**src/rtl/count_display_pkg.sv**
```systemverilog
// Shared types and constants for the count_display block: conversion FSM states,
// digit geometry and the active-low seven-segment pattern table.
package count_display_pkg;

    typedef enum logic [1:0] {
        IDLE  = 2'd0,
        SHIFT = 2'd1,
        DONE  = 2'd2
    } conv_state_t;

    localparam int DIGITS   = 3;
    localparam int NIBBLE_W = 4;
    localparam int BIN_W    = 8;
    localparam int BCD_W    = DIGITS * NIBBLE_W;

    localparam logic [6:0] SEG_OFF = 7'h7F;
    localparam logic [2:0] AN_OFF  = 3'b111;

    // Active-low {g,f,e,d,c,b,a}; leftmost entry is digit 9, rightmost is digit 0.
    localparam logic [9:0][6:0] SEG_PATTERNS = {
        7'h10, 7'h00, 7'h78, 7'h02, 7'h12,
        7'h19, 7'h30, 7'h24, 7'h79, 7'h40
    };

    function automatic logic [6:0] seg_decode(input logic [NIBBLE_W-1:0] digit);
        if (digit > 4'd9) begin
            return SEG_OFF;
        end
        return SEG_PATTERNS[digit];
    endfunction

endpackage

```
**src/rtl/bin2bcd_seq.sv**
```systemverilog
// Sequential double-dabble converter: captures a new binary value only from IDLE,
// runs eight shift-add-3 iterations, then publishes the BCD result.
module bin2bcd_seq
    import count_display_pkg::*;
(
    input  logic             clk,
    input  logic             reset,
    input  logic [BIN_W-1:0] value,
    output logic [BCD_W-1:0] bcd,
    output logic             busy
);

    conv_state_t      state;
    logic [BIN_W-1:0] last_bin;
    logic [BIN_W-1:0] bin_sr;
    logic [BCD_W-1:0] scratch;
    logic [BCD_W-1:0] adjusted;
    logic [2:0]       iter;

    always_comb begin
        adjusted = scratch;
        for (int i = 0; i < DIGITS; i++) begin
            if (scratch[i*NIBBLE_W +: NIBBLE_W] >= 4'd5) begin
                adjusted[i*NIBBLE_W +: NIBBLE_W] = scratch[i*NIBBLE_W +: NIBBLE_W] + 4'd3;
            end
        end
    end

    always_ff @(posedge clk) begin
        if (reset) begin
            state    <= IDLE;
            last_bin <= '0;
            bin_sr   <= '0;
            scratch  <= '0;
            iter     <= '0;
            bcd      <= '0;
            busy     <= 1'b0;
        end else begin
            case (state)
                IDLE: begin
                    // Changes that arrive mid-conversion are picked up here afterwards.
                    if (value != last_bin) begin
                        bin_sr   <= value;
                        last_bin <= value;
                        scratch  <= '0;
                        iter     <= '0;
                        busy     <= 1'b1;
                        state    <= SHIFT;
                    end
                end
                SHIFT: begin
                    scratch <= {adjusted[BCD_W-2:0], bin_sr[BIN_W-1]};
                    bin_sr  <= {bin_sr[BIN_W-2:0], 1'b0};
                    iter    <= iter + 3'd1;
                    if (iter == 3'd7) begin
                        state <= DONE;
                    end
                end
                DONE: begin
                    bcd   <= scratch;
                    busy  <= 1'b0;
                    state <= IDLE;
                end
                default: begin
                    state <= IDLE;
                end
            endcase
        end
    end

endmodule

```
**src/rtl/count_display.sv**
```systemverilog
// Three-digit multiplexed seven-segment driver for the 8-bit button count, with
// optional leading-zero blanking on the hundreds and tens slots.
module count_display
    import count_display_pkg::*;
#(
    parameter int REFRESH     = 50000,
    parameter bit BLANK_ZEROS = 1'b1
) (
    input  logic             clk,
    input  logic             reset,
    input  logic [BIN_W-1:0] value,
    output logic [6:0]       seg,
    output logic [2:0]       an,
    output logic [BCD_W-1:0] bcd,
    output logic             busy
);

    localparam int CNT_W = (REFRESH > 1) ? $clog2(REFRESH) : 1;
    localparam logic [CNT_W-1:0] CNT_LAST = CNT_W'(REFRESH - 1);

    logic [CNT_W-1:0]    refresh_cnt;
    logic [1:0]          digit_idx;
    logic [NIBBLE_W-1:0] digit;
    logic                blank;
    logic                hundreds_zero;
    logic                tens_zero;

    bin2bcd_seq u_bin2bcd (
        .clk   (clk),
        .reset (reset),
        .value (value),
        .bcd   (bcd),
        .busy  (busy)
    );

    assign hundreds_zero = (bcd[11:8] == 4'd0);
    assign tens_zero     = (bcd[7:4] == 4'd0);

    always_comb begin
        digit = '0;
        blank = 1'b0;
        case (digit_idx)
            2'd0: digit = bcd[3:0];
            2'd1: begin
                digit = bcd[7:4];
                blank = BLANK_ZEROS && hundreds_zero && tens_zero;
            end
            2'd2: begin
                digit = bcd[11:8];
                blank = BLANK_ZEROS && hundreds_zero;
            end
            default: blank = 1'b1;
        endcase
    end

    // Outputs are registered from the current slot, so they trail digit_idx/bcd by one cycle.
    always_ff @(posedge clk) begin
        if (reset) begin
            refresh_cnt <= '0;
            digit_idx   <= 2'd0;
            seg         <= SEG_OFF;
            an          <= AN_OFF;
        end else begin
            if (refresh_cnt == CNT_LAST) begin
                refresh_cnt <= '0;
                digit_idx   <= (digit_idx == 2'd2) ? 2'd0 : digit_idx + 2'd1;
            end else begin
                refresh_cnt <= refresh_cnt + 1'b1;
            end
            if (blank) begin
                seg <= SEG_OFF;
                an  <= AN_OFF;
            end else begin
                seg <= seg_decode(digit);
                an  <= ~(3'b001 << digit_idx);
            end
        end
    end

endmodule

```
**config.mk**
```make
export PLATFORM = sky130hd
export DESIGN_NAME = count_display
export DESIGN_NICKNAME = d
export VERILOG_FILES = /design/src/rtl/count_display_pkg.sv /design/src/rtl/bin2bcd_seq.sv /design/src/rtl/count_display.sv
export SDC_FILE = /design/constraint.sdc
export NUM_CORES = 1
export LEC_CHECK = 0
export CAP_MARGIN = 10
export CORE_MARGIN = 10
export CORE_UTILIZATION = 55
export CTS_CLUSTER_DIAMETER = 80
export DETAILED_ROUTE_END_ITERATION = 8
export PLACE_DENSITY = 0.77
export SETUP_SLACK_MARGIN = 0.1
export SLEW_MARGIN = 20
export SYNTH_ARGS = -nofsm -noshare
export SYNTH_HDL_FRONTEND = slang
export SYNTH_SLANG_ARGS = --single-unit
```
**constraint.sdc**
```tcl
create_clock -name clk -period 3.75 [get_ports clk]
set_input_delay 1.125 -clock clk [delete_from_list [all_inputs] [get_ports clk]]
set_output_delay 1.125 -clock clk [all_outputs]
set_load 0.03 [all_outputs]
```
==> results_dict.tcl <==
set metrics [dict create \
    grt_first_pass_wirelength_um 13300 \
    post-route-drc-count 0 \
    final.setup.tns_ns 0 \
    finalClockSkew_ns 0.0113 \
    worstMarginPinSlew_ns 0.761 \
    clk_transition_reported_paths_ns 0.08 \
    drt_first_pass_iters 5 \
    synth-main-ff-cell "sky130_fd_sc_hd__dfxtp_1" \
    cts-buffers-inserted 9 \
    synth_commonest_cells "sky130_fd_sc_hd__dfxtp_1 (74), sky130_fd_sc_hd__nand2_1 (59), sky130_fd_sc_hd__a21oi_1 (30)" \
    aggregate_global_routing_overflow 0 \
    routed_wirelength_um 7660 \
    port_buffers 32 \
    final_core_util_pct 64.4 \
    finish.net_count 454 \
    status "completed" \
    boundaryPins 33 \
    timing.critical_path.required_ns 4.04 \
    final_routed_wire_length_divided_by_cell_count_um 14.9 \
    floorplan.initialDensity_pct 56.4 \
    post-synth-top-area-cell "sky130_fd_sc_hd__dfxtp_1" \
    clockBufferDepth 2 \
    ys_top_cells_by_area "sky130_fd_sc_hd__dfxtp_1 (42%), sky130_fd_sc_hd__nand2_1 (6.2%), sky130_fd_sc_hd__ha_1 (4.6%)" \
    post_route_cells_drive_above_1_share_pct 5.73 \
    hold_path.class "reg -> reg" \
    largest_net_degree_at_the_start_of_global_routing 35 \
    syn-instance-count 412 \
    vias_per_cell 5.81 \
    kind_of_start_point_of_the_critical_path "primary input" \
    cellLeakagePower_nw 1.45 \
    post_cts_hold_buffer_count 0 \
    vdd.ir_drop.worst_v 0.000314 \
    setup_violations 0 \
    syn_avg_cell_area_sq_um 8.65 \
    timing.final.hold_violations 0 \
    post-place-cells 497 \
    critical_path.max_fanout 7 \
    design.die.area_sq_um 10100 \
    die_width_um 100 \
    synth-warning-count 0 \
    layout_worst_path_cycle_share_pct 71.4 \
    synth.distinct_cells 49 \
    synth_fp_nets 435 \
    antenna_violations_before_repair 0 \
    max-cap-violations 0 \
    crit_path_end_kind "flip-flop" \
    synth_edf_count 0 \
    final_antenna_net_count 0 \
    dieHeight_um 100 \
    fp.coreArea_sq_um 6310 \
    final.hold.worst_slack_ns 0.485 \
    grt_util_all_layers_pct 15.6 \
    cts-htree-levels 3 \
    first_global_vias 2949 \
    clock_insertion_delay_worst_skew_ns 0.35 \
    cts_tree "built" \
    rel_slew_slack_pct 49.1 \
    num_vias 2981 \
    cts-root-buf "sky130_fd_sc_hd__clkbuf_8" \
    final-max-slew-violation-count 0 \
    fin_cells 513 \
    antenna_cells_inserted 0 \
    area_growth_pct 14.1 \
    period_needed_ns 2.68 \
    initialDrtViolationCount 193 \
    mappedNetlistArea_sq_um 3560 \
    synthDominantCellAreaShare_pct 41.6 \
    synth-async-reset-ratio_pct 0 \
    gpl.final_weighted_congestion 0.831 \
    p_total_w 0.00156 \
    power_per_cell_area_nw_per_um2 383 \
    fillers 551 \
    max_clock_freq_mhz 373 \
    worstSetupPathType "in -> reg" \
    unrepaired_setup_endpoints_after_global_routing "false" \
    post_cts_gate_resize_count 0 \
    ys_seq_area_share_pct 41.6 \
    synth_most_common_cell "sky130_fd_sc_hd__dfxtp_1" \
    register_bit_total_from_synthesis 74 \
    timing.critical_path.arrival_ns 2.97 \
    detailedPlacementHpwl_um 5340 \
    cts.sinks 74 \
    std_cell_rows 29 \
    postCtsSetupRepairBufs 0 \
]
[worst paths after layout]
path / startpoint / endpoint / slack, ns / depth (start not counted)
worst max-delay path: value[5] / u_bin2bcd.bin_sr[4] / 1.07 / 5
worst min-delay path: u_bin2bcd.last_bin[4] / u_bin2bcd.last_bin[4] / 0.48 / 2
worst max register to register: digit_idx[1] / seg[2] / 1.32 / 7
worst min register to register: u_bin2bcd.last_bin[4] / u_bin2bcd.last_bin[4] / 0.48 / 2
[through the flow]
stage	area (sq um)	worst slack, ns
after CTS	4070	1.12
after global routing	4070	0.930
final	4070	1.07
after global placement	3870	0.816
after detailed placement	3870	0.751
after floorplan	3560	1.57
[cells in the final DEF (no fill, tap or decap), drive strengths merged, types with 2 or more instances in the layout]
master / count
and3: 6
a31oi: 9
nor2b: 5
a221o: 7
o221ai: 4
dfxtp: 74
nor4: 3
and4: 5
xnor2: 17
a211o: 3
a22o: 3
or3: 3
ha: 13
a2bb2oi: 2
buf: 4
xor2: 10
nor2: 28
a221oi: 2
nand2b: 5
a211oi: 8
nand3: 11
o211ai: 4
nand4: 13
clkbuf: 10
inv: 16
a22oi: 7
nor4bb: 2
a21oi: 30
clkdlybuf4s50: 31
mux2i: 10
o21ai: 18
nand2: 59
clkinv: 4
[kinds of logic (layout without fill, tap and decap cells)]
| family | count (synthesis) | in the layout | share of synthesized area [%] |
|---|---|---|---|
| fa+ha+maj | 13 | 13 | 4.57 |
| compound gates | 102 | 102 | 19.6 |
| xor+xnor | 27 | 27 | 6.64 |
| mux | 10 | 10 | 2.81 |
| buf+inv | 42 | 66 | 5.09 |
| flops | 74 | 74 | 41.6 |
| simple gates | 144 | 144 | 19.7 |
[state kept, by name (all words and copies together) (netlist names)]
signal and cells:
an 3, digit_idx 2, refresh_cnt 16, seg 7
u_bin2bcd.bcd 12, u_bin2bcd.bin_sr 8, u_bin2bcd.busy 1, u_bin2bcd.iter 3
u_bin2bcd.last_bin 8, u_bin2bcd.scratch 12, u_bin2bcd.state 2
[worst max-delay path, cell delays in order]
cell and delay (ns):
sky130_fd_sc_hd__clkdlybuf4s50_1 0.53, sky130_fd_sc_hd__xnor2_1 0.17, sky130_fd_sc_hd__nand4_1 0.21, sky130_fd_sc_hd__nor4_2 0.65, sky130_fd_sc_hd__a221o_1 0.28
[layout make-up]
cell class | instances | area (sq um) | share of cell area [%]
tap | 77 | 96.3 | 2.37
timing repair buffer | 35 | 338 | 8.31
multi-input combinational | 296 | 1900 | 46.7
clock buffer | 10 | 128 | 3.14
inverter | 15 | 56.3 | 1.39
sequential | 74 | 1480 | 36.4
clock inverter | 6 | 66.3 | 1.63
[where the power goes]
group / leakage [nW] / internal, W / switching [W]
Clock: 0.101 / 0.000310 / 0.000305
Sequential: 0.604 / 0.000807 / 0.0000184
Combinational: 0.748 / 0.0000468 / 0.0000708
[layer usage]
metal  GRT usage [%]  wire length, um  vias to the layer above
met4            6.85              108                        0
met2            24.9             3550                       76
met3            4.05              442                       11
met5               0                0                        -
met1            19.3             3560                     1383
li1                -                -                     1511
No activity file was read; power rests on OpenSTA's default activity.
